`src/rtl/zbuf_rmw_unit.sv`:
```
// Depth-test read-modify-write engine: compares a word of candidate pixels against
// stored depths (SRAM or one-entry last-word cache) and writes back passing pixels.
module zbuf_rmw_unit #(
  parameter int PIX_PER_WORD = 16,
  parameter int DEPTH_W      = 21,
  parameter int COLOR_W      = 24,
  parameter int ADDR_W       = 16,
  parameter int SRAM_RD_LAT  = 1,
  parameter int CNT_W        = 32
) (
  input  logic                            clk,
  input  logic                            srst_n,
  input  logic                            in_valid,
  output logic                            in_ready,
  input  logic [ADDR_W-1:0]               in_addr,
  input  logic [PIX_PER_WORD-1:0]         in_mask,
  input  logic [PIX_PER_WORD*DEPTH_W-1:0] in_depth,
  input  logic [PIX_PER_WORD*COLOR_W-1:0] in_color,
  input  logic [1:0]                      cmp_mode,
  input  logic                            cache_flush,
  input  logic                            stats_clr,
  output logic                            sram_rd_en,
  output logic [ADDR_W-1:0]               sram_rd_addr,
  input  logic [PIX_PER_WORD*DEPTH_W-1:0] sram_rd_depth,
  output logic                            sram_wr_en,
  output logic [ADDR_W-1:0]               sram_wr_addr,
  output logic [PIX_PER_WORD*DEPTH_W-1:0] sram_wr_depth,
  output logic [PIX_PER_WORD*COLOR_W-1:0] sram_wr_color,
  output logic [PIX_PER_WORD-1:0]         sram_wr_mask,
  output logic [CNT_W-1:0]                pass_count,
  output logic                            busy
);

  localparam int PD_W  = PIX_PER_WORD * DEPTH_W;
  localparam int PC_W  = PIX_PER_WORD * COLOR_W;
  localparam int POP_W = $clog2(PIX_PER_WORD + 1);
  localparam int LAT_W = (SRAM_RD_LAT < 2) ? 1 : $clog2(SRAM_RD_LAT + 1);

  typedef enum logic [2:0] {IDLE, RD, WAIT, CMP, WR} state_t;
  typedef enum logic [1:0] {M_LESS, M_LEQUAL, M_ALWAYS, M_NEVER} cmp_mode_t;

  state_t                  state, state_nxt;
  logic [LAT_W-1:0]        cnt;
  logic [ADDR_W-1:0]       req_addr;
  logic [PIX_PER_WORD-1:0] req_mask;
  logic [PD_W-1:0]         req_depth;
  logic [PC_W-1:0]         req_color;
  cmp_mode_t               req_mode;
  logic                    cache_valid;
  logic [ADDR_W-1:0]       cache_addr;
  logic [PD_W-1:0]         cache_depth;
  logic [PIX_PER_WORD-1:0] pass_r, pass_c;
  logic [PD_W-1:0]         merged_r, merged_c, old_depth;
  logic [POP_W-1:0]        pop;
  logic                    accept, hit, capture, last_wait;

  assign in_ready  = (state == IDLE);
  assign busy      = !in_ready;
  assign accept    = in_valid && in_ready;
  assign hit       = cache_valid && (cache_addr == in_addr) && !cache_flush;
  assign last_wait = (state == WAIT) && (cnt == LAT_W'(1));
  assign capture   = last_wait || (state == CMP);
  assign old_depth = (state == CMP) ? cache_depth : sram_rd_depth;

  // Per-pixel compare and merge against whichever old depth is current.
  always_comb begin
    // NOTE: every variable in always_comb gets a default first so no latch is inferred.
    pass_c   = '0;
    merged_c = old_depth;
    for (int i = 0; i < PIX_PER_WORD; i++) begin
      logic [DEPTH_W-1:0] nd, od;
      logic               ok;
      nd = req_depth[i*DEPTH_W +: DEPTH_W];
      od = old_depth[i*DEPTH_W +: DEPTH_W];
      unique case (req_mode)
        M_LESS:   ok = nd < od;
        M_LEQUAL: ok = nd <= od;
        M_ALWAYS: ok = 1'b1;
        default:  ok = 1'b0;
      endcase
      pass_c[i] = req_mask[i] & ok;
      if (pass_c[i]) merged_c[i*DEPTH_W +: DEPTH_W] = nd;
    end
  end

  always_comb begin
    pop = '0;
    for (int i = 0; i < PIX_PER_WORD; i++) pop = pop + POP_W'(pass_r[i]);
  end

  always_comb begin
    state_nxt = state;
    unique case (state)
      IDLE:    if (in_valid) state_nxt = hit ? CMP : RD;
      RD:      state_nxt = WAIT;
      WAIT:    if (last_wait) state_nxt = WR;
      CMP:     state_nxt = WR;
      WR:      state_nxt = IDLE;
      default: state_nxt = IDLE;
    endcase
  end

  always_ff @(posedge clk or negedge srst_n) begin
    if (!srst_n) begin
      state       <= IDLE;
      cnt         <= '0;
      req_addr    <= '0;
      req_mask    <= '0;
      req_depth   <= '0;
      req_color   <= '0;
      req_mode    <= M_LESS;
      pass_r      <= '0;
      merged_r    <= '0;
      cache_valid <= 1'b0;
      pass_count  <= '0;
    end else begin
      // NOTE: sequential state uses non-blocking assignments so all registers update together.
      state <= state_nxt;
      if (accept) begin
        req_addr  <= in_addr;
        req_mask  <= in_mask;
        req_depth <= in_depth;
        req_color <= in_color;
        req_mode  <= cmp_mode_t'(cmp_mode);
      end
      if (state == RD)        cnt <= LAT_W'(SRAM_RD_LAT);
      else if (state == WAIT) cnt <= cnt - LAT_W'(1);
      if (capture) begin
        pass_r   <= pass_c;
        merged_r <= merged_c;
      end
      // Flush wins over the write-back refill of the same cycle.
      if (cache_flush)        cache_valid <= 1'b0;
      else if (state == WR)   cache_valid <= 1'b1;
      if (stats_clr)          pass_count <= (state == WR) ? CNT_W'(pop) : '0;
      else if (state == WR)   pass_count <= pass_count + CNT_W'(pop);
    end
  end

  // NOTE: cache tag/data need no reset; cache_valid alone qualifies them.
  always_ff @(posedge clk) begin
    if (state == WR) begin
      cache_addr  <= req_addr;
      cache_depth <= merged_r;
    end
  end

  assign sram_rd_en    = (state == RD);
  assign sram_rd_addr  = req_addr;
  assign sram_wr_en    = (state == WR) && (pass_r != '0);
  assign sram_wr_addr  = req_addr;
  assign sram_wr_depth = merged_r;
  assign sram_wr_color = req_color;
  assign sram_wr_mask  = (state == WR) ? pass_r : '0;

endmodule

```
`config.mk`:
```
export PLATFORM = sky130hd
export DESIGN_NAME = zbuf_rmw_unit
export DESIGN_NICKNAME = d
export VERILOG_FILES = /design/src/rtl/zbuf_rmw_unit.sv
export SDC_FILE = /design/constraint.sdc
export NUM_CORES = 2
export LEC_CHECK = 0
export ABC_CLOCK_PERIOD_IN_PS = 14600
export BUFFER_PORTS_ARGS = -buffer_cell sky130_fd_sc_hd__buf_4
export CORE_AREA = 2 2 748 750
export DETAILED_ROUTE_END_ITERATION = 10
export DIE_AREA = 0 0 750 752
export MAX_ROUTING_LAYER = met4
export PLACE_DENSITY = 0.3
export SYNTH_ARGS = -nofsm -noshare
export SYNTH_HDL_FRONTEND = slang
export SYNTH_SLANG_ARGS = --single-unit
```
`constraint.sdc`:
```
create_clock -name clk -period 14.6 [get_ports clk]
set_clock_uncertainty 0.05 [all_clocks]
set_input_delay 3.65 -clock clk [delete_from_list [all_inputs] [get_ports clk]]
set_output_delay 3.65 -clock clk [all_outputs]
set_load 0.03 [all_outputs]
```
Word level (Yosys, flattened, before mapping). Cells that the tools add are included.

Register bits after elaboration: 1495. Output and inout bits: 804. Logic and storage cells: 147.

Add/sub/neg operators: 17. Magnitude comparators: 32. Eq/ne operators: 9. Mux-type cells: 45. Bitwise operators: 16. Reduce and logical (&&, ||, !) cells: 15.

Operator list (count): $le A21 B21 Y1 (16); $lt A21 B21 Y1 (16); $mux W21 (16); $mux W336 (1); $mux W32 (2); $add A5 B1 Y5 (11); $pmux W1 S3 (16); $add A32 B5 Y32 (1); $and A1 B1 Y1 (16); $eq A16 B16 Y1 (1); $mux W16 (1); $reduce_bool A16 Y1 (1); $pmux W3 S4 (1); $eq A3 B2 Y1 const B (2); $mux W3 (2); $reduce_bool A2 Y1 (3); $add A4 B1 Y5 (1); $logic_and A1 B1 Y1 (5); $mux W5 (1); $add A3 B1 Y4 (1); $mux W1 (4); $ne A2 B2 Y1 const B (2); $add A2 B1 Y3 (1); $eq A3 B1 Y1 const B (1); 11 further kinds (12).

Longest topological paths before layout.
Depth after elaboration: 18. Mapped depth: 20. Depth with buffers taken out: 19.

Worst setup path after synthesis. OpenSTA, ideal clock, no wires.

Kind: flip-flop to output port. From: register state[1]. To: output port sram_wr_mask[2]. Arrival time: 11701 ps. Slack: -801 ps. Stages on the path, launching flop included: 7. Cell sequence: dfrtp_1 > clkbuf_1 > nor2_1 > nand2_1 > inv_2 > clkbuf_1 > and2_1.

Word-level cells in the longest chain between the ends: 2.

Ends and longest elaborated chain: start, declared (line 42) `state_t state, state_nxt;`; start signal, assigned (line 118) `state <= state_nxt;`; $eq A3 B3 Y1 (line 154) `assign sram_wr_mask = (state == WR) ? pass_r : '0;`; $mux W16 (line 154); end, declared (line 29) `output logic [PIX_PER_WORD-1:0] sram_wr_mask,`.

No other way between the ends.

Final worst setup path. Same ends and word-level chain as after synthesis.

==> impl_results.md <==
- Resized cells post-CTS: 0
- Antenna Nets Post-Route: 0
- Die Ht: 752 um
- R2R cell count: 13
- Initial antenna violation count: 232
- PortBufs: 1,898
- Gr ovfl total: 0
- Synth unique cells: 61
- Synth Cell Area: 68,400 um2
- Worst Slack Setup Final: 7.89 ns
- Area delta synth->final: 44.7%
- Core occupancy in the finished layout: 0.178
- 1st-pass router iterations: 5
- Final hold viol count: 0
- Post-CTS setup buffers: 0
- Setup TNS: 0 ns
- Max Freq: 149 MHz
- Clk root buf: clkbuf_16
- Worst hold path cell count: 0
- Worst setup EP type: primary output
- Clock tree sinks: 1,495
- Most frequent cells in the layout: 1,965 x buf_4, 1,141 x dfrtp_1, 714 x mux2_2, 560 x o21ai_0, 517 x nand2_1
- Worst-Skew Late Latency: 0.91 ns
- Fin crit period: 6.71 ns
- Die Span X: 750 um
- Worst slack, placed: 7.25 ns
- RSZ-0062 raised after global routing: false
- VDD IR max: 0.149 mV
- Area of the multi-input gates: 27,000 um2
- Fraction of registers with async set or reset after synthesis: 0.765
- CTS tree: built
- Synthesis Warnings: 0
- Hold buffers post-CTS: 0
- Status: complete, no violations
- Final WL: 439,000 um
- Least-Margin Pin Slew: 1.27 ns
- # IOs: 1,899
- CP Class: reg2out
- Sequential Area: 39,200 um2
- CTS Buffer Depth: 4
- EDFF count, synth: 352
- Core Rows: 274
- H-tree levels: 4
- Via count: 53,400
- Setup crit start kind: register
- Post-synth top flop: dfrtp_1
- Pin count of the biggest net entering global routing: 162
- RePlAce Congestion: 0.902
- Post-Synthesis Cells: 5,507
- Max-Cap Viols: 0
- Number of global-route vias before repair: 56,700
- Fill count: 61,300
- Crit Path Max Fanout: 45
- Num CTS Buffers: 212
- Final nets: 8,858
- CTS clk-pin slew, worst paths: 0.06 ns
- Worst Hold Class: reg2reg
- Total Routing Usage GR: 0.154
- Worst path required time: 10.90 ns
- Layout cells sized above 1: 0.401
- Critical Path AT: 3.01 ns
- Synth Area per Inst: 12.4 um2
- Slew Viols, Final: 0
- FF+latch count, synth: 1,495
- Post-DP HPWL: 354,000 um
- Die area: 564,000 um2
- Core Box Area: 556,000 um2
- Fin crit share: 0.460
- Post-Syn Nets: 6,960
- DR WL/cell: 28.9 um
- WHS: 0.413 ns
- Register area share after synthesis: 0.573
- Pleak: 44.0 nW
- Vias per cell: 3.52
- Most common cell after layout, fill and taps aside: buf_4
- Initial DRC count: 2,926
- Slew headroom: 0.151
- First-pass GRT wire length: 571,000 um
- DRC: 0
- Total power: 25.4 mW
- PwrDens: 257 nW/um2
- Starting density of the core: 0.123
- Final setup viols: 0
[final timing paths]
| check | start | end | slack (ns) |
|---|---|---|---|
| worst max register to register | state[2]$_DFFE_PN0P_ | sram_wr_depth[211]$_DFFE_PN0P_ | 8.27 |
| max in group asynchronous | srst_n | req_depth[271]$_DFFE_PN0P_ | 9.06 |
| worst min register to register | sram_wr_depth[227]$_DFFE_PN0P_ | cache_depth[227]$_DFFE_PN_ | 0.41 |
| min in group asynchronous | srst_n | pass_count[13]$_DFFE_PN0P_ | 2.54 |
| worst max-delay path | state[1]$_DFFE_PN0P_ | sram_wr_mask[2] | 7.89 |
| worst min-delay path | sram_wr_depth[227]$_DFFE_PN0P_ | cache_depth[227]$_DFFE_PN_ | 0.41 |
[synth_stat cells (9+ instances only)]
library cell | instances | share of area
edfxtp_1 | 352 | 0.15
a221oi_1 | 40 | 0.0051
o21ai_0 | 560 | 0.041
nand3_1 | 82 | 0.0060
o21a_1 | 10 | 0.0011
nand4_1 | 63 | 0.0058
inv_1 | 264 | 0.014
mux2i_1 | 405 | 0.059
a21oi_1 | 156 | 0.011
dfrtp_1 | 1143 | 0.42
o311ai_0 | 9 | 0.0012
fa_1 | 11 | 0.0032
buf_4 | 16 | 0.0018
nand2_1 | 519 | 0.028
ha_1 | 347 | 0.063
mux2_2 | 714 | 0.12
nor2_1 | 123 | 0.0068
o21ai_1 | 21 | 0.0015
xnor2_1 | 25 | 0.0032
a31oi_1 | 36 | 0.0033
buf_2 | 101 | 0.0074
a21boi_0 | 18 | 0.0020
a21o_1 | 53 | 0.0058
clkbuf_1 | 168 | 0.0092
nor2b_1 | 17 | 0.0016
nor3_1 | 26 | 0.0019
and2_1 | 104 | 0.0095
xor2_1 | 19 | 0.0024
[where the power goes]
part	switching (mW)	internal, mW	leakage [nW]	total [mW]
sequential	1.53	6.30	17.0	7.83
clock	2.24	3.16	3.45	5.39
combinational	7.89	4.27	23.6	12.2
total	11.7	13.7	44.0	25.4
[routing by layer]
metal | vias up | track usage | share of wire | wire (um)
li1 | 23800 | - | - | -
met1 | 27300 | 0.168 | 0.38 | 169000
met2 | 1828 | 0.268 | 0.51 | 222000
met3 | 549 | 0.0489 | 0.078 | 34400
met4 | 0 | 0.0430 | 0.032 | 13900
met5 | - | - | 0 | 0
[area by class of cell]
| type | count | area share |
|---|---|---|
| Tap cell | 7452 | 0.0942 |
| Clock inverter | 71 | 0.00873 |
| Timing Repair Buffer | 1977 | 0.152 |
| Multi-Input combinational cell | 3454 | 0.273 |
| Clock buffer | 321 | 0.0625 |
| Inverter | 265 | 0.0102 |
| Antenna cell | 136 | 0.00344 |
| Sequential cell | 1495 | 0.396 |
[logic make-up (layout without fill, tap and decap cells)]
group | Yosys count | count (layout) | synth area share
mux | 1119 | 1119 | 0.177
simple gates | 978 | 978 | 0.0648
compound gates | 955 | 955 | 0.0793
buf+inv | 558 | 2634 | 0.0338
xor+xnor | 44 | 44 | 0.00564
other cells | 0 | 136 | 0
flops | 1495 | 1495 | 0.573
fa+ha+maj | 358 | 358 | 0.0667
[per-stage QoR]
stage | instances | instance area [um2]
floorplan | 5507 | 68400
global placement | 14600 | 91500
detailed placement | 14600 | 91500
CTS | 15000 | 98600
global route | 15200 | 98900
finish | 15200 | 98900
[state kept, by name (all words and copies together), names as in the netlist, 2 cells and up]
name           count
sram_wr_color    384
cache_depth      336
req_depth        336
sram_wr_depth    336
pass_count        32
cache_addr        16
pass_r            16
req_mask          16
sram_rd_addr      16
state              3
req_mode           2
[critical path, cell delays in order, from the launching register on]
cell and delay [ns]:
dfrtp_1 0.49, nor2_1 0.26, nand2_2 0.42, inv_8 0.54
and2_1 0.20, buf_4 0.17
Note: power is estimated with default switching activity, not from simulation.
